File: src/rtl/fetch_stage.sv
// Instruction fetch stage: PC, IF/ID instruction/PC registers and LDM immediate capture.
// Define RESET_VECTOR_EN to fetch the 32-bit reset vector from imem words 0/1 before running.
module fetch_stage (
   input  logic        clk,
   input  logic        reset,
   input  logic        pc_write,
   input  logic        clear_instruction,
   input  logic        jump_taken,
   input  logic [31:0] jump_target,
   input  logic        pc_choose_memory,
   input  logic [31:0] mem_pc,
   input  logic [15:0] imem_data,
   output logic [31:0] imem_addr,
   output logic [15:0] instruction,
   output logic [31:0] pc_out,
   output logic [15:0] immediate,
   output logic        fetch_valid
);

   localparam logic [15:0] NOP = 16'h4000;

   logic [31:0] pc;
   logic [31:0] run_pc;
   logic [15:0] run_instr;
   logic [31:0] run_pc_out;
   logic [15:0] run_imm;
   logic        redirect;

   // Next-state of the RUN datapath; redirect outranks stall, stall outranks clear.
   always_comb begin
      redirect   = pc_choose_memory | jump_taken;
      run_pc     = pc;
      run_instr  = instruction;
      run_pc_out = pc_out;
      run_imm    = immediate;
      if (pc_choose_memory)  run_pc = mem_pc;
      else if (jump_taken)   run_pc = jump_target;
      else if (pc_write)     run_pc = pc + 32'd1;
      if (redirect) begin
         run_instr  = NOP;
         run_pc_out = pc;
      end else if (pc_write) begin
         run_pc_out = pc;
         if (clear_instruction) begin
            run_instr = NOP;
            run_imm   = imem_data;
         end else begin
            run_instr = imem_data;
         end
      end
   end

`ifdef RESET_VECTOR_EN
   typedef enum logic [1:0] {LOAD_HI, LOAD_LO, RUN} state_t;

   state_t      state;
   logic [15:0] vec_hi;

   always_comb begin
      case (state)
         LOAD_HI: imem_addr = '0;
         LOAD_LO: imem_addr = 32'd1;
         default: imem_addr = pc;
      endcase
   end

   always_ff @(posedge clk or negedge reset) begin
      if (!reset) begin
         state       <= LOAD_HI;
         vec_hi      <= '0;
         pc          <= '0;
         instruction <= NOP;
         pc_out      <= '0;
         immediate   <= '0;
      end else begin
         case (state)
            LOAD_HI: begin
               vec_hi      <= imem_data;
               instruction <= NOP;
               state       <= LOAD_LO;
            end
            LOAD_LO: begin
               pc          <= {vec_hi, imem_data};
               instruction <= NOP;
               state       <= RUN;
            end
            default: begin
               pc          <= run_pc;
               instruction <= run_instr;
               pc_out      <= run_pc_out;
               immediate   <= run_imm;
            end
         endcase
      end
   end

   assign fetch_valid = (state == RUN);
`else
   assign imem_addr = pc;

   always_ff @(posedge clk or negedge reset) begin
      if (!reset) begin
         pc          <= '0;
         instruction <= NOP;
         pc_out      <= '0;
         immediate   <= '0;
      end else begin
         pc          <= run_pc;
         instruction <= run_instr;
         pc_out      <= run_pc_out;
         immediate   <= run_imm;
      end
   end

   // Without a vector load the stage is always running.
   assign fetch_valid = 1'b1;
`endif

endmodule

File: config.mk
export PLATFORM = sky130hd
export DESIGN_NAME = fetch_stage
export DESIGN_NICKNAME = d
export VERILOG_FILES = /design/src/rtl/fetch_stage.sv
export SDC_FILE = /design/constraint.sdc
export NUM_CORES = 1
export LEC_CHECK = 0
export ABC_AREA = 1
export CORE_UTILIZATION = 49
export CTS_CLUSTER_DIAMETER = 200
export DETAILED_ROUTE_END_ITERATION = 6
export GPL_TIMING_DRIVEN = 0
export PLACE_DENSITY_LB_ADDON = 0.25
export SLEW_MARGIN = 20
export SYNTH_ARGS = -nofsm -noshare
export SYNTH_HDL_FRONTEND = slang
export SYNTH_SLANG_ARGS = --single-unit
export TNS_END_PERCENT = 1
File: constraint.sdc
create_clock -name clk -period 3.4 [get_ports clk]
set_clock_uncertainty 0.1 [all_clocks]
set_input_delay 0.85 -clock clk [delete_from_list [all_inputs] [get_ports clk]]
set_output_delay 0.85 -clock clk [all_outputs]
set_load 0.02 [all_outputs]
==> results.ini, run 1 <==
[status]
status = finished, final reports clean

[drt]
drt_iter0_markers = 345
drc = 0
via_per_inst = 5.39
num_vias = 5317
routed-wl-met3_um = 1450
wl_met1_um = 7300
totalWireLength_um = 17500
dr.pass1.iters = 5
top_layer_used = met4
met2_length_um = 8370
wl_per_cell_um = 17.7
ant_nets = 0

[cells_and_area]
drive_gt1_frac = 0.101
fin_nets = 933
antennaDiodeCount = 0
area_growth_pct = 41.8
post-route-util = 0.715

[synth]
synthesis.nets = 741
yosysTopAreaCellShare = 0.457
synthesis.area_um2 = 5210
synth_area_leaders = dfrtp_1, nand2_1, nor2_1
synthMuxAreaShare = 0.0382
synthSimpleGateAreaFrac = 0.276
synth_xor_area_frac = 0.00673
netlist_instances = 654
synthArstFlopShare = 1.00
syn-mean-instance-area_um2 = 7.96
synthTopCellsByCount = nand2_1, nor2_1, dfrtp_1, a21oi_1
synth_adder_area_share = 0.00240
synth_top_family_by_area = simple AND/OR/NAND/NOR gates
synth.distinct_cells = 37
synth_compound_area_frac = 0.149
synth.most_common_cell = nand2_1
ys_warn_count = 0
yosysTopAreaCell = dfrtp_1
synthFlopType = dfrtp_1
yosysSeqAreaShare = 0.462
synth_edf_count = 0
ys_ff_latch = 96

[critical_path]
cp.arrival_ns = 1.59
r2r_start = imem_addr[1]$_DFFE_PN0P_
critPathMaxStageDelay_ns = 0.69
crit_required_ns = 2.45
cp_slowest_cell = clkdlybuf4s50_1
worstRegToRegCells = 7
crit_chain = clkdlybuf4s50_1
timing.rr.end = imem_addr[6]$_DFFE_PN0P_
end_kind = output port
crit_family = buffers and inverters
criticalPathCategory = flop to output port
path_buf_inv = 1
critPathMaxFanout = 6
reg2reg_slack_ns = 1.56
startpoint_type = flop

[floorplan]
design.die.area_um2 = 11000
fp.dieW_um = 105
die-height_um = 105
io_pins = 183
fp.coreArea_um2 = 10300
row_count = 37
initial_core_util = 0.504

[global_routing]
grt_pass1_vias = 5249
grt_overflow = 0
grt_max_degree = 65
grt_pass1_wl_um = 27800
grt_util_all_layers = 0.332
antenna_found_initial = 0

[pwr]
sequentialPowerShare = 0.452
p_leak_uw = 0.00324
swShare = 0.347
ir_drop_mv = 0.382
power_uw = 3130
switchingPower_uw = 1090
powerDensity_nw_per_um2 = 424
comb_power_share = 0.322
p_int_uw = 2050
clockPowerShare = 0.225

[sta]
max_clock_freq_ghz = 0.394
rsz0062_at_grt = no
hold_viol_final = 0
fin_crit_ns = 2.54
finalCritPeriodShare = 0.747
worst_pin_slew_ns = 0.633
setup_viol = 0
relSlewSlack = 0.578
drv_slew = 0

[cts]
cts.sinks = 96
clk_latency_ns = 0.39
cts.clk_slew.worst_paths_ns = 0.10
htreeDepth = 3
cts_hold_buf = 0
clk_path_buf_depth = 2
post-cts-setup-buffers = 0
cts_resized = 0
numCtsBuffers = 9
tritoncts = yes
cts-root-buf = clkbuf_8

[placed_design]
dpl.hpwl_um = 13500
gp_congestion = 0.913
numPortBuffers = 180

[run]
drv_cap = 0

[worst_hold_path]
hold_path.class = input pin to asynchronous set/reset pin

==> how the worst max path moves through the flow <==
stage / from / end / depth (start not counted)
finish: imem_addr[10]$_DFFE_PN0P_ / imem_addr[10] / 1
global route: imem_addr[10]$_DFFE_PN0P_ / imem_addr[10] / 1
CTS: imem_addr[10]$_DFFE_PN0P_ / imem_addr[10] / 1
detailed placement: jump_taken / pc_out[25]$_DFFE_PN0P_ / 8
global placement: reset / imem_addr[26]$_DFFE_PN0P_ / 1
floorplan: pc_choose_memory / immediate[10]$_DFFE_PN0P_ / 7
==> power groups by stage <==
| stage | clock [µW] | combinational [µW] | sequential (µW) |
|---|---|---|---|
| 2_1_floorplan | 0 | 321 | 1580 |
| 3_3_place_gp | 0 | 986 | 1430 |
| 3_5_place_dp | 0 | 1010 | 1430 |
| 4_1_cts | 707 | 1010 | 1410 |
| 5_1_grt | 756 | 1080 | 1440 |
| 6_report | 705 | 1010 | 1420 |
==> layout make-up <==
cell class | instances | area, µm²
clock buffers | 11 | 141
flip-flops and latches | 96 | 2400
inverters | 45 | 170
repair buffers | 181 | 1830
clock inverters | 5 | 33.8
well taps | 136 | 170
fillers | 819 | 2940
plain buffers | 32 | 170
multi-input cells | 481 | 2460
==> per-layer routing <==
metal / GRT usage / vias up
li1: - / 2526
met1: 0.423 / 2539
met2: 0.543 / 227
met3: 0.0917 / 25
met4: 0.117 / 0
met5: 0 / -
==> metrics by stage <==
| stage | instances | setup slack, ns | hold slack (ns) | TNS (ns) | area, µm² |
|---|---|---|---|---|---|
| 4_1_cts | 987 | 0.846 | 0.235 | 0 | 7380 |
| 6_report | 987 | 0.859 | 0.228 | 0 | 7380 |
| 5_1_grt | 987 | 0.809 | 0.240 | 0 | 7380 |
| 3_3_place_gp | 970 | -2.13 | 0.365 | -202.18 | 7180 |
| 2_1_floorplan | 654 | 1.42 | 0.432 | 0 | 5210 |
| 3_5_place_dp | 971 | 0.604 | 0.370 | 0 | 7210 |
==> cells by family after synthesis <==
| family | Yosys count |
|---|---|
| flip-flops | 96 |
| XOR/XNOR | 4 |
| adder cells (fa/ha/maj) | 1 |
| buffers and inverters | 77 |
| multiplexers | 15 |
| AO/OA/AOI/OAI | 128 |
| AND/OR/NAND/NOR | 332 |
| other | 1 |
==> cells in the final DEF, fill, tap and decap left out, types with 2 or more instances in the layout <==
| master | Yosys | final |
|---|---|---|
| clkinvlp_4 | 0 | 2 |
| o21ai_1 | 17 | 17 |
| mux2_4 | 8 | 8 |
| a22oi_1 | 6 | 6 |
| clkinv_2 | 1 | 3 |
| xor2_1 | 3 | 3 |
| nor2_1 | 110 | 110 |
| a21oi_2 | 3 | 3 |
| nor2_4 | 6 | 6 |
| a32o_1 | 15 | 15 |
| clkinv_1 | 3 | 3 |
| o21ai_0 | 33 | 33 |
| nand2_1 | 160 | 160 |
| a22oi_2 | 2 | 2 |
| dfrtp_1 | 95 | 95 |
| buf_6 | 3 | 4 |
| nor2_8 | 2 | 2 |
| clkbuf_1 | 13 | 14 |
| nand3_1 | 37 | 37 |
| buf_2 | 13 | 13 |
| o211ai_1 | 4 | 4 |
| nand2_4 | 3 | 3 |
| inv_2 | 4 | 4 |
| clkbuf_8 | 0 | 10 |
| mux2_2 | 7 | 7 |
| clkdlybuf4s50_1 | 0 | 179 |
| a21oi_1 | 45 | 45 |
| buf_4 | 3 | 3 |
| nor2_2 | 4 | 4 |
| inv_1 | 37 | 37 |
| nand2_2 | 8 | 8 |
==> registers in the layout, indices dropped and copies added (netlist names) <==
name         cells
imem_addr       32
immediate       16
instruction     16
pc_out          32
No activity file was read; power rests on OpenSTA's default activity.
==> inputs of run 2 (changes only) <==
--- a/config.mk
+++ b/config.mk
@@ -6,7 +6,7 @@
 export NUM_CORES = 1
 export LEC_CHECK = 0
 export ABC_AREA = 1
-export CORE_UTILIZATION = 49
+export CORE_UTILIZATION = 46
 export CTS_CLUSTER_DIAMETER = 200
 export DETAILED_ROUTE_END_ITERATION = 6
 export GPL_TIMING_DRIVEN = 0
==> constraint.sdc (replaced) <==
create_clock -name clk -period 2.7 [get_ports clk]
set_clock_uncertainty 0.1 [all_clocks]
set_input_delay 0.675 -clock clk [delete_from_list [all_inputs] [get_ports clk]]
set_output_delay 0.675 -clock clk [all_outputs]
set_load 0.02 [all_outputs]
==> run 2 against run 1 <==
Against the previous run: non-clock buffer count unchanged; clock power increased by 87%; utilization decreased by 2.8 points; worst hold slack got worse by 0.13 ns; highest routed layer unchanged; global-route usage decreased by 1.4 points; sequential share of layout area decreased by 0.57 points; register-to-register slack got worse by 0.71 ns; via count decreased by 0.26%; flip-flop and latch count unchanged; first-iteration DRC count decreased by 1.2%; critical path depth unchanged.
==> results.ini, run 2 (same netlist as run 1, synthesis figures left out) <==
[status]
status = finished, final reports clean

[drt]
totalWireLength_um = 17600
dr.pass1.iters = 5
wl_per_cell_um = 17.8
routed-wl-met3_um = 1320
num_vias = 5303
via_per_inst = 5.35
met2_length_um = 8280
drt_iter0_markers = 341
ant_nets = 0
top_layer_used = met4
wl_met1_um = 7360
drc = 0

[pwr]
swShare = 0.317
sequentialPowerShare = 0.408
p_int_uw = 2990
p_leak_uw = 0.00331
powerDensity_nw_per_um2 = 583
comb_power_share = 0.291
switchingPower_uw = 1390
ir_drop_mv = 0.503
clockPowerShare = 0.302

[placed_design]
numPortBuffers = 180
dp_cells = 975
dpl.hpwl_um = 13700
gp_congestion = 0.884

[critical_path]
startpoint_type = flop
criticalPathCategory = flop to output port
critPathMaxFanout = 6
cp_slowest_cell = clkdlybuf4s50_1
crit_family = buffers and inverters
end_kind = output port
cp.arrival_ns = 1.55
critPathMaxStageDelay_ns = 0.69
path_buf_inv = 1
crit_required_ns = 1.92
crit_chain = clkdlybuf4s50_1

[sta]
max_clock_freq_ghz = 0.430
drv_slew = 0
rsz0062_at_grt = no
relSlewSlack = 0.596
fin_crit_ns = 2.33
worst_pin_slew_ns = 0.606
final.setup.tns_ns = 0
hold_viol_final = 0
setup_viol = 0
finalCritPeriodShare = 0.861

[cts]
post-cts-setup-buffers = 0
numCtsBuffers = 9
cts.sinks = 96
clk_path_buf_depth = 2
cts_hold_buf = 0
tritoncts = yes
cts_resized = 0
cts.clk_slew.worst_paths_ns = 0.07
htreeDepth = 3
cts-root-buf = clkbuf_16
clk_latency_ns = 0.35

[global_routing]
grt_pass1_wl_um = 27700
grt_util_all_layers = 0.318
grt_overflow = 0
grt_max_degree = 64
grt_pass1_vias = 5420
antenna_found_initial = 0

[floorplan]
die-height_um = 108
design.die.area_um2 = 11700
fp.coreArea_um2 = 10900
io_pins = 183
initial_core_util = 0.476
row_count = 38
fp.dieW_um = 108

[cells_and_area]
final_cell_mix = clkdlybuf4s50_1, nand2_1, nor2_1, dfrtp_1, a21oi_1
antennaDiodeCount = 0
final-instance-count-excl-fill = 991
drive_gt1_frac = 0.0987
multi_input_area_um2 = 2460
post-route-util = 0.687
area_growth_pct = 44.3
seqCellArea_um2 = 2400
fillCellCount = 932
final_common_cell = clkdlybuf4s50_1
fin_nets = 933

[worst_hold_path]
hold_path.class = input pin to asynchronous set/reset pin

[run]
drv_cap = 0

[run 2: path summary, 6_finish.rpt]
| check | endpoint | slack [ns] | cells after the start | from |
|---|---|---|---|---|
| min | pc_out[3]$_DFFE_PN0P_ | 0.10 | 1 | reset |
| max in group asynchronous | instruction[14]$_DFFE_PN1P_ | 1.75 | 2 | reset |
| min reg2reg | pc_out[7]$_DFFE_PN0P_ | 0.38 | 2 | pc_out[7]$_DFFE_PN0P_ |
| max reg2reg | imem_addr[6]$_DFFE_PN0P_ | 0.85 | 7 | imem_addr[1]$_DFFE_PN0P_ |
| max | imem_addr[10] | 0.38 | 1 | imem_addr[10]$_DFFE_PN0P_ |
| min in group clk | pc_out[7]$_DFFE_PN0P_ | 0.38 | 2 | pc_out[7]$_DFFE_PN0P_ |
[run 2: routing by layer]
| metal | vias up | global-route usage |
|---|---|---|
| met5 | - | 0 |
| met4 | 0 | 0.162 |
| met3 | 42 | 0.0772 |
| met2 | 213 | 0.514 |
| met1 | 2510 | 0.397 |
| li1 | 2538 | - |
[run 2: metrics by stage]
step / cell area [µm²] / hold slack, ns / power [µW] / setup WS [ns]
2_1_floorplan: 5210 / 0.279 / 2400 / 0.898
3_3_place_gp: 7180 / 0.365 / 3050 / -2.67
5_1_grt: 7510 / 0.120 / 4570 / 0.353
6_report: 7510 / 0.100 / 4380 / 0.375
4_1_cts: 7510 / 0.110 / 4390 / 0.395
3_5_place_dp: 7210 / 0.368 / 3080 / 0.0961
[run 2: cell type report]
type / instances / share of cell area
multi-input cells: 481 / 0.328
flip-flops and latches: 96 / 0.320
repair buffers: 181 / 0.244
clock buffers: 14 / 0.0351
well taps: 140 / 0.0233
plain buffers: 32 / 0.0226
inverters: 45 / 0.0226
clock inverters: 2 / 0.00516
[run 2: power groups by stage]
stage,combinational (µW),sequential [µW],clock (µW)
2_1_floorplan,404,1990,0
3_3_place_gp,1250,1800,0
3_5_place_dp,1270,1810,0
4_1_cts,1280,1780,1330
5_1_grt,1370,1810,1390
6_report,1270,1790,1320
==> inputs of run 3 (changes only) <==
--- a/config.mk
+++ b/config.mk
@@ -10,7 +10,8 @@
 export CTS_CLUSTER_DIAMETER = 200
 export DETAILED_ROUTE_END_ITERATION = 6
 export GPL_TIMING_DRIVEN = 0
-export PLACE_DENSITY_LB_ADDON = 0.25
+export PLACE_DENSITY = 0.89
+export RECOVER_POWER = 100
 export SLEW_MARGIN = 20
 export SYNTH_ARGS = -nofsm -noshare
 export SYNTH_HDL_FRONTEND = slang
==> run 3 against run 2 <==
Against the previous run: routed wire length down 4.0%; utilization down 0.76 points; clock power is essentially flat; sequential power about the same; count of clock-buffer cells in the layout shrank 3; largest cell class unchanged; critical endpoint is now imem_addr[0]$_DFFE_PN0P_; final area fell by 1.1%; critical path type is now input pin to flop; sequential share of layout area rose by 0.36 points.
==> results.ini, run 3 (same netlist as run 1, synthesis figures left out) <==
[sta]
worst_slack_ns = 0.274
rsz0062_at_grt = no
worst_pin_slew_ns = 1.16
hold-worst-slack_ns = 0.378
finalCritPeriodShare = 0.899
setup_viol = 0
fin_crit_ns = 2.43
hold_viol_final = 0
relSlewSlack = 0.228
drv_slew = 0
max_clock_freq_ghz = 0.412

[pwr]
swShare = 0.329
comb_power_share = 0.276
sequentialPowerShare = 0.418
switchingPower_uw = 1400
p_leak_uw = 0.00332
p_int_uw = 2850
ir_drop_mv = 0.308
clockPowerShare = 0.305
powerDensity_nw_per_um2 = 572

[drt]
via_per_inst = 5.34
dr.pass1.iters = 7
wl_per_cell_um = 17.0
drc = 0
ant_nets = 0
num_vias = 5287
totalWireLength_um = 16900
drt_iter0_markers = 507

[cells_and_area]
final_area_um2 = 7430
fin_nets = 933
area_growth_pct = 42.8
fillCellCount = 955
final_cell_mix = nand2_1, nor2_1, dlygate4sd3_1, dfrtp_1, clkdlybuf4s50_1
final_common_cell = nand2_1
post-route-util = 0.680
antennaDiodeCount = 0
drive_gt1_frac = 0.0811

[placed_design]
place_ws_ns = 0.144
dpl.hpwl_um = 12900
numPortBuffers = 180
gp_congestion = 0.947
place_area_um2 = 7210

[critical_path]
cp.arrival_ns = 2.58
startpoint_type = input pin
critPathMaxFanout = 10
crit_required_ns = 2.86
criticalPathCategory = input pin to flop
end_kind = flop

[floorplan]
initial_core_util = 0.476
io_pins = 183
fp.coreArea_um2 = 10900
row_count = 38
fp.dieW_um = 108
die-height_um = 108
design.die.area_um2 = 11700

[cts]
cts.sinks = 96
post-cts-setup-buffers = 0
cts.clk_slew.worst_paths_ns = 0.06
cts_resized = 0
htreeDepth = 3
clk_latency_ns = 0.35
cts_hold_buf = 0
tritoncts = yes
cts-root-buf = clkbuf_16
numCtsBuffers = 9
clk_path_buf_depth = 2

[global_routing]
grt_pass1_vias = 5423
grt_util_all_layers = 0.299
grt_max_degree = 51
grt_overflow = 0
antenna_found_initial = 0
grt_pass1_wl_um = 26700

[worst_hold_path]
hold_path.class = flop to flop

[run]
drv_cap = 0

[status]
status = finished, final reports clean

## run 3: cell count changes in the layout (fill, tap and decap cells not counted), moves of 4 or more
cell and change:
clkdlybuf4s50_1 -97, buf_2 -4, dlygate4sd3_1 +97, mux2_1 +7, o21ai_1 -11, mux2_4 -7
o21ai_0 +11
## run 3: per-layer routing
layer  GRT usage  wire length [µm]  part of all wire  vias up
met1       0.351              6570              0.39     2449
met2       0.508              8050              0.48      272
li1            -                 -                 -     2527
met3      0.0910              1780              0.11       39
met4       0.124               489             0.029        0
met5           0                 0                 0        -
## run 3: stage by stage
stage / power [µW] / cells / setup TNS, ns
finish: 4250 / 991 / 0
global route: 4420 / 991 / 0
CTS: 4360 / 991 / 0
detailed placement: 3070 / 975 / 0
global placement: 3040 / 974 / -254.91
floorplan: 2400 / 654 / 0
## run 3: path summary, 6_finish.rpt
path,startpoint,to,slack [ns],depth (start not counted)
max,jump_taken,imem_addr[0]$_DFFE_PN0P_,0.27,8
min,pc_out[16]$_DFFE_PN0P_,pc_out[16]$_DFFE_PN0P_,0.38,2
max reg2reg,imem_addr[1]$_DFFE_PN0P_,imem_addr[6]$_DFFE_PN0P_,0.87,7
min reg2reg,pc_out[16]$_DFFE_PN0P_,pc_out[16]$_DFFE_PN0P_,0.38,2
max in group asynchronous,reset,imem_addr[18]$_DFFE_PN0P_,0.66,2
min in group asynchronous,reset,instruction[4]$_DFFE_PN0P_,0.45,1
## run 3: layout make-up
| cell class | instances | area, µm² | area share |
|---|---|---|---|
| Clock buffer | 11 | 233 | 0.0313 |
| Timing Repair Buffer | 181 | 1800 | 0.243 |
| Clock inverter | 5 | 56.3 | 0.00758 |
| Buffer | 32 | 165 | 0.0222 |
| Inverter | 45 | 170 | 0.0229 |
| Sequential cell | 96 | 2400 | 0.323 |
| Multi-Input combinational cell | 481 | 2420 | 0.326 |
| Tap cell | 140 | 175 | 0.0236 |
## run 3: power groups by stage
stage               clock, µW  sequential [µW]  combinational, µW
floorplan                   0             1990                404
global placement            0             1800               1240
detailed placement          0             1800               1270
CTS                      1310             1780               1270
global route             1350             1800               1270
finish                   1300             1780               1170
## run 3: critical path: stages
cell and delay (ns):
dlygate4sd3_1 0.72, nor2_4 0.05, inv_1 0.09, nor2_4 0.07, inv_1 0.09, clkbuf_1 0.51
o21ai_0 0.21, o22ai_1 0.16
